## src/rtl/muldiv_unit.sv

```systemverilog
// Iterative RV32M multiply/divide unit: radix-2 shift-add multiply and restoring
// divide, one bit per cycle, with early completion for divide-by-zero and signed overflow.
module muldiv_unit #(
    parameter int XLEN = 32
) (
    input  logic            clk,
    input  logic            rst_n,
    input  logic            valid_i,
    output logic            ready_o,
    input  logic [2:0]      funct3_i,
    input  logic [XLEN-1:0] a_i,
    input  logic [XLEN-1:0] b_i,
    input  logic            flush_i,
    output logic            busy_o,
    output logic            done_o,
    output logic [XLEN-1:0] result_o,
    output logic [1:0]      state_o
);

    // Handshake: a request is taken on a rising edge where valid_i && ready_o;
    // ready_o is high only in IDLE, and done_o pulses for one cycle per completed op.
    typedef enum logic [1:0] {
        ST_IDLE = 2'd0,
        ST_MUL  = 2'd1,
        ST_DIV  = 2'd2,
        ST_DONE = 2'd3
    } state_t;

    localparam logic [6:0]        LAST    = 7'(XLEN - 1);
    localparam logic [XLEN-1:0]   ONE_X   = XLEN'(1);
    localparam logic [2*XLEN-1:0] ONE_2X  = (2*XLEN)'(1);
    localparam logic [XLEN-1:0]   MIN_NEG = {1'b1, {(XLEN-1){1'b0}}};

    state_t              state_q, state_d;
    logic [2:0]          op_q;
    logic                neg_q;
    logic [6:0]          cnt_q;
    logic [2*XLEN-1:0]   acc_q;
    logic [XLEN-1:0]     opnd_q;
    logic [XLEN-1:0]     result_q;

    logic                accept;
    logic                a_signed, b_signed, a_neg, b_neg, neg_d;
    logic [XLEN-1:0]     a_mag, b_mag;
    logic                div_zero, div_ovf, early;
    logic [XLEN-1:0]     early_res;

    logic [XLEN:0]       mul_sum;
    logic [2*XLEN-1:0]   mul_next, mul_signed;
    logic [XLEN-1:0]     mul_res;
    logic [XLEN:0]       div_shift, div_diff;
    logic [2*XLEN-1:0]   div_next;
    logic [XLEN-1:0]     quo, rem, div_res;
    logic                last_iter;

    assign ready_o  = (state_q == ST_IDLE);
    assign busy_o   = (state_q != ST_IDLE);
    assign done_o   = (state_q == ST_DONE);
    assign result_o = result_q;
    assign state_o  = state_q;

    assign accept    = valid_i && (state_q == ST_IDLE);
    assign last_iter = (cnt_q == LAST);

    // Operand magnitudes and the sign to re-apply at the end.
    always_comb begin
        a_signed = (funct3_i == 3'b001) || (funct3_i == 3'b010) ||
                   (funct3_i == 3'b100) || (funct3_i == 3'b110);
        b_signed = (funct3_i == 3'b001) || (funct3_i == 3'b100) || (funct3_i == 3'b110);
        a_neg    = a_signed && a_i[XLEN-1];
        b_neg    = b_signed && b_i[XLEN-1];
        a_mag    = a_neg ? (~a_i + ONE_X) : a_i;
        b_mag    = b_neg ? (~b_i + ONE_X) : b_i;
        neg_d    = (funct3_i[2] && funct3_i[1]) ? a_neg : (a_neg ^ b_neg);
        div_zero = funct3_i[2] && (b_i == '0);
        div_ovf  = ((funct3_i == 3'b100) || (funct3_i == 3'b110)) &&
                   (a_i == MIN_NEG) && (b_i == '1);
        early    = div_zero || div_ovf;
        if (div_zero)
            early_res = funct3_i[1] ? a_i : '1;
        else
            early_res = funct3_i[1] ? '0 : MIN_NEG;
    end

    // One multiply step: acc holds {partial high, remaining multiplier bits}.
    always_comb begin
        mul_sum    = {1'b0, acc_q[2*XLEN-1:XLEN]} + (acc_q[0] ? {1'b0, opnd_q} : '0);
        mul_next   = {mul_sum, acc_q[XLEN-1:1]};
        mul_signed = neg_q ? (~mul_next + ONE_2X) : mul_next;
        mul_res    = (op_q == 3'b000) ? mul_signed[XLEN-1:0] : mul_signed[2*XLEN-1:XLEN];
    end

    // One divide step: acc holds {remainder, dividend bits shifting into quotient}.
    always_comb begin
        div_shift = {acc_q[2*XLEN-1:XLEN], acc_q[XLEN-1]};
        div_diff  = div_shift - {1'b0, opnd_q};
        if (!div_diff[XLEN])
            div_next = {div_diff[XLEN-1:0], acc_q[XLEN-2:0], 1'b1};
        else
            div_next = {div_shift[XLEN-1:0], acc_q[XLEN-2:0], 1'b0};
        quo = div_next[XLEN-1:0];
        rem = div_next[2*XLEN-1:XLEN];
        if (op_q[1])
            div_res = neg_q ? (~rem + ONE_X) : rem;
        else
            div_res = neg_q ? (~quo + ONE_X) : quo;
    end

    always_comb begin
        state_d = state_q;
        case (state_q)
            ST_IDLE: begin
                if (valid_i) begin
                    if (early)            state_d = ST_DONE;
                    else if (funct3_i[2]) state_d = ST_DIV;
                    else                  state_d = ST_MUL;
                end
            end
            ST_MUL, ST_DIV: begin
                if (flush_i)        state_d = ST_IDLE;
                else if (last_iter) state_d = ST_DONE;
            end
            ST_DONE: state_d = ST_IDLE;
            default: state_d = ST_IDLE;
        endcase
    end

    always_ff @(posedge clk or negedge rst_n) begin
        if (!rst_n) state_q <= ST_IDLE;
        else        state_q <= state_d;
    end

    always_ff @(posedge clk or negedge rst_n) begin
        if (!rst_n) begin
            op_q     <= '0;
            neg_q    <= 1'b0;
            cnt_q    <= '0;
            acc_q    <= '0;
            opnd_q   <= '0;
            result_q <= '0;
        end else if (accept) begin
            op_q  <= funct3_i;
            neg_q <= neg_d;
            cnt_q <= '0;
            if (funct3_i[2]) begin
                acc_q  <= {{XLEN{1'b0}}, a_mag};
                opnd_q <= b_mag;
            end else begin
                acc_q  <= {{XLEN{1'b0}}, b_mag};
                opnd_q <= a_mag;
            end
            if (early)
                result_q <= early_res;
        end else if (state_q == ST_MUL && !flush_i) begin
            acc_q <= mul_next;
            cnt_q <= cnt_q + 7'd1;
            if (last_iter)
                result_q <= mul_res;
        end else if (state_q == ST_DIV && !flush_i) begin
            acc_q <= div_next;
            cnt_q <= cnt_q + 7'd1;
            if (last_iter)
                result_q <= div_res;
        end
    end

endmodule
```

## config.mk

```make
export PLATFORM = sky130hd
export DESIGN_NAME = muldiv_unit
export DESIGN_NICKNAME = d
export VERILOG_FILES = /design/src/rtl/muldiv_unit.sv
export SDC_FILE = /design/constraint.sdc
export NUM_CORES = 1
export LEC_CHECK = 0
export BUFFER_PORTS_ARGS = -buffer_cell sky130_fd_sc_hd__buf_2
export CAP_MARGIN = 15
export CELL_PAD_IN_SITES_DETAIL_PLACEMENT = 2
export CELL_PAD_IN_SITES_GLOBAL_PLACEMENT = 2
export CORE_MARGIN = 4
export CORE_UTILIZATION = 37
export CTS_BUF_LIST = sky130_fd_sc_hd__clkbuf_8
export DETAILED_ROUTE_END_ITERATION = 6
export PLACE_DENSITY_LB_ADDON = 0.25
export SLEW_MARGIN = 0
export SYNTH_ARGS = -nofsm -noshare
export SYNTH_HDL_FRONTEND = slang
export SYNTH_SLANG_ARGS = --single-unit
```

## constraint.sdc

```tcl
create_clock -name clk -period 7.18 [get_ports clk]
set_clock_uncertainty 0.1 [all_clocks]
set_input_delay 0.718 -clock clk [delete_from_list [all_inputs] [get_ports clk]]
set_output_delay 0.718 -clock clk [all_outputs]
set_load 0.1 [all_outputs]
```

==> impl_metrics.csv <==
group,metric,value,unit
worst_setup_path,rrSetupSlack,0.96,ns
drt,ant_nets,0,
drt,wl_per_cell,29.54,um
floorplanning,die_w,225.0,um
yosys,synth_area_leaders,"dfrtp_1 (20%), nand2_1 (7.2%), a21oi_1 (6.8%)",
clocking,max-clock-path-buffers,2,
timing,period_share,86.65,%
layout,syn2layout_area_growth,7.605,%
clocking,cts.repair.resized,0,
layout,fin_util,40.27,%
worst_setup_path,worstSetupPathType,"reg -> reg",
worst_setup_path,required,7.51,ns
timing,maxSlewHeadroom,20.66,%
floorplanning,start_util,37.42,%
yosys,ys.flop_type,"dfrtp_1",
worst_setup_path,cp.arrival,6.56,ns
yosys,synth_common_cells,"nand2_1 (332), a21oi_1 (235), nor2_1 (235)",
global_routing,overflow,0,
worst_setup_path,r2r-end,"result_o[30]$_DFFE_PN0P_",
worst_setup_path,cp_max_fo,7,
worst_setup_path,timing.critical_path.from_type,"flip-flop",
yosys,synth_fp_nets,2637,
global_routing,grt_max_degree,83,
worst_setup_path,crit_path_max_incr_delay,0.84,ns
worst_setup_path,cp_cell_sequence,"inv_1 > ha_1 > inv_1 > fa_1 > nand3_1 > a21oi_1 > o21ai_0 > a21boi_0 > o221a_2 > inv_1 > mux2_2 > inv_1 > ha_1 > inv_1 > or3_1 > nor4_1 > a31oi_1 > nor3_1 > a211oi_1 > nor4_1 > o211ai_1",
global_routing,antenna_found_initial,9,
worst_setup_path,cp_top_family,"simple AND/OR/NAND/NOR gates",
place,place_hpwl,70670,um
worst_setup_path,crit_path_end,"result_o[30]$_DFFE_PN0P_",
clocking,cts_setup_buffers,0,
floorplanning,io_pins,108,
floorplanning,row_count,79,
worst_setup_path,path_buf_inv,5,
clocking,cts_root_buf,"clkbuf_8",
yosys,yosysTopAreaCell,"dfrtp_1",
min_path,hold_class,"in -> async",
power,leakage,0.007683,uW
place,place_congestion,0.9777,
yosys,ys_ff_latch,141,
yosys,yosysUniqueCellTypes,89,
yosys,yosysMostFrequentCell,"nand2_1",
status,run_status,"finished, final reports clean",
drt,drt_iter0_markers,1724,
timing,final_hold_viol_count,0,
floorplanning,chipHeight,225.0,um
layout,drive_gt1_share,9.117,%
clocking,cts_tree,"yes",
yosys,synth-edff-count,0,
worst_setup_path,ff2ff_path_depth,21,
worst_setup_path,crit_start,"acc_q[31]$_DFFE_PN0N_",
drt,drc,0,
drt,num_vias,20120,
flow_run,drv_cap,0,
timing,rsz0062_at_grt,"false",
yosys,syn-cell-area,17420,um^2
timing,min_period,6.222,ns
worst_setup_path,path_depth,21,
clocking,h-tree-depth,4,
clocking,clk_latency,0.59,ns
timing,fmax,160.7,MHz
layout,fin_nets,2603,
global_routing,grt_pass1_wl,136700,um
yosys,postSynthAreaPerCell,6.999,um^2
clocking,hold_buffers,0,
worst_setup_path,timing.rr.start,"acc_q[31]$_DFFE_PN0N_",
global_routing,grt_pass1_vias,21097,
power,total_power,9550,uW
power,ir_worst_vdd,0.0002486,V
clocking,cts.clk_slew.worst_paths,0.09,ns
timing,setup_viol,0,
timing,final.setup.tns,0,ns
clocking,clkSinkCount,141,
power,power_density,509.4,nW/um^2
global_routing,grtUsageTotal,35.38,%
yosys,yosysTopAreaCellShare,20.25,%
place,placement.io_buffers,107,
yosys,yosys_warnings,0,
clocking,cts_buffers,17,
worst_setup_path,critPathCaptureType,"flip-flop",
floorplanning,die_area,50620,um^2
drt,vias_per_cell,6.535,
yosys,syn_inst,2489,
drt,finalWirelength,90960,um
worst_setup_path,crit_slowest_cell,"nor3_1",
yosys,async_flop_share,100.0,%
yosys,seq_area_frac_synth,20.25,%
timing,worst_pin_slew,1.172,ns
timing,drv_slew,0,
floorplanning,core_area,46560,um^2
drt,dr.pass1.iters,6,
worst_setup_path,crit_top_cell,"inv_1",
## where the power goes
part,leakage [uW],internal (uW),switching (uW)
sequential,0.00184,1030,415
combinational,0.00561,2200,5030
clock,0.000239,458,410
total,0.00768,3700,5850
## worst min path at each step
stage | startpoint | to | slack [ns] | cells after the start
after floorplan | rst_n | acc_q[0]$_DFFE_PN0N_ | 0.32 | 0
after global placement | result_o[1]$_DFFE_PN0P_ | result_o[1]$_DFFE_PN0P_ | 0.36 | 1
after detailed placement | result_o[0]$_DFFE_PN0P_ | result_o[0]$_DFFE_PN0P_ | 0.37 | 1
after CTS | rst_n | state_o[1]$_DFFE_PN0P_ | 0.12 | 1
after global routing | rst_n | state_o[1]$_DFFE_PN0P_ | 0.18 | 1
final | rst_n | state_o[1]$_DFFE_PN0P_ | 0.09 | 1
## cell families after synthesis
kind of cell,Yosys count,share of synthesized area (%)
multiplexers,45,2.801
buffers and inverters,268,5.947
AO/OA/AOI/OAI,845,30.51
AND/OR/NAND/NOR,902,24.27
adder cells (fa/ha/maj),77,5.616
XOR/XNOR,211,10.61
flip-flops,141,20.25
## layout make-up
class / count / area, um^2
clock inverter: 14 / 240.2
sequential: 141 / 3531
clock buffer: 18 / 247.7
tap: 607 / 759.5
multi-input combinational: 2080 / 12910
inverter: 81 / 304.0
fill: 5554 / 27810
timing repair buffer: 134 / 747.0
antenna: 4 / 10.01
## worst register-to-register path, delay by kind of cell, from the launching register on
kind | cells | cell delay, ns
AOI/OAI and AO/OA | 7 | 1.59
adders and majority gates | 3 | 0.97
buffers and inverters | 5 | 0.65
DFF | 1 | 0.44
muxes | 1 | 0.39
and+or+nand+nor | 5 | 1.95
## sequential cells by signal, summed over array words and instances (netlist names)
register	flops
result_o	32
opnd_q	32
cnt_q	7
acc_q	64
op_q	3
state_o	2
neg_q	1
## per-stage QoR
step	setup slack [ns]	instances	hold slack, ns	instance area [um^2]
2_1_floorplan	2.011	2489	0.3224	17420
3_3_place_gp	1.108	3043	0.3581	18250
3_5_place_dp	1.024	3043	0.3693	18250
4_1_cts	1.004	3075	0.1210	18740
5_1_grt	0.5624	3075	0.1757	18740
6_report	0.9582	3079	0.09095	18750
## metal layers
layer  global-route usage (%)  wire length (um)  vias to the layer above  share of wire, %
li1                         -                 -                     8932                 -
met1                    46.91             39210                    10339                43
met2                    57.69             42190                      703                46
met3                    7.477              6499                      140               7.1
met4                    11.60              3037                        6               3.3
met5                        0                32                        -             0.035
## cells in the final DEF (no fill, tap or decap), types with 17 or more instances in the layout
| master | n |
|---|---|
| nand2_1 | 331 |
| a21oi_1 | 234 |
| nor2_1 | 234 |
| o21ai_0 | 231 |
| dfrtp_1 | 139 |
| xor2_1 | 116 |
| buf_2 | 105 |
| xnor2_1 | 95 |
| o211ai_1 | 88 |
| inv_1 | 77 |
| ha_1 | 75 |
| nor3_1 | 57 |
| nand3_1 | 55 |
| a211oi_1 | 45 |
| or3_1 | 38 |
| o31ai_1 | 38 |
| mux2i_1 | 33 |
| a21o_1 | 31 |
| buf_4 | 28 |
| nand4_1 | 27 |
| a31oi_1 | 24 |
| nor4_1 | 23 |
| and3_1 | 18 |
| o41ai_1 | 18 |
| clkbuf_8 | 18 |
| nand2b_1 | 17 |
No activity file was read; power rests on OpenSTA's default activity.
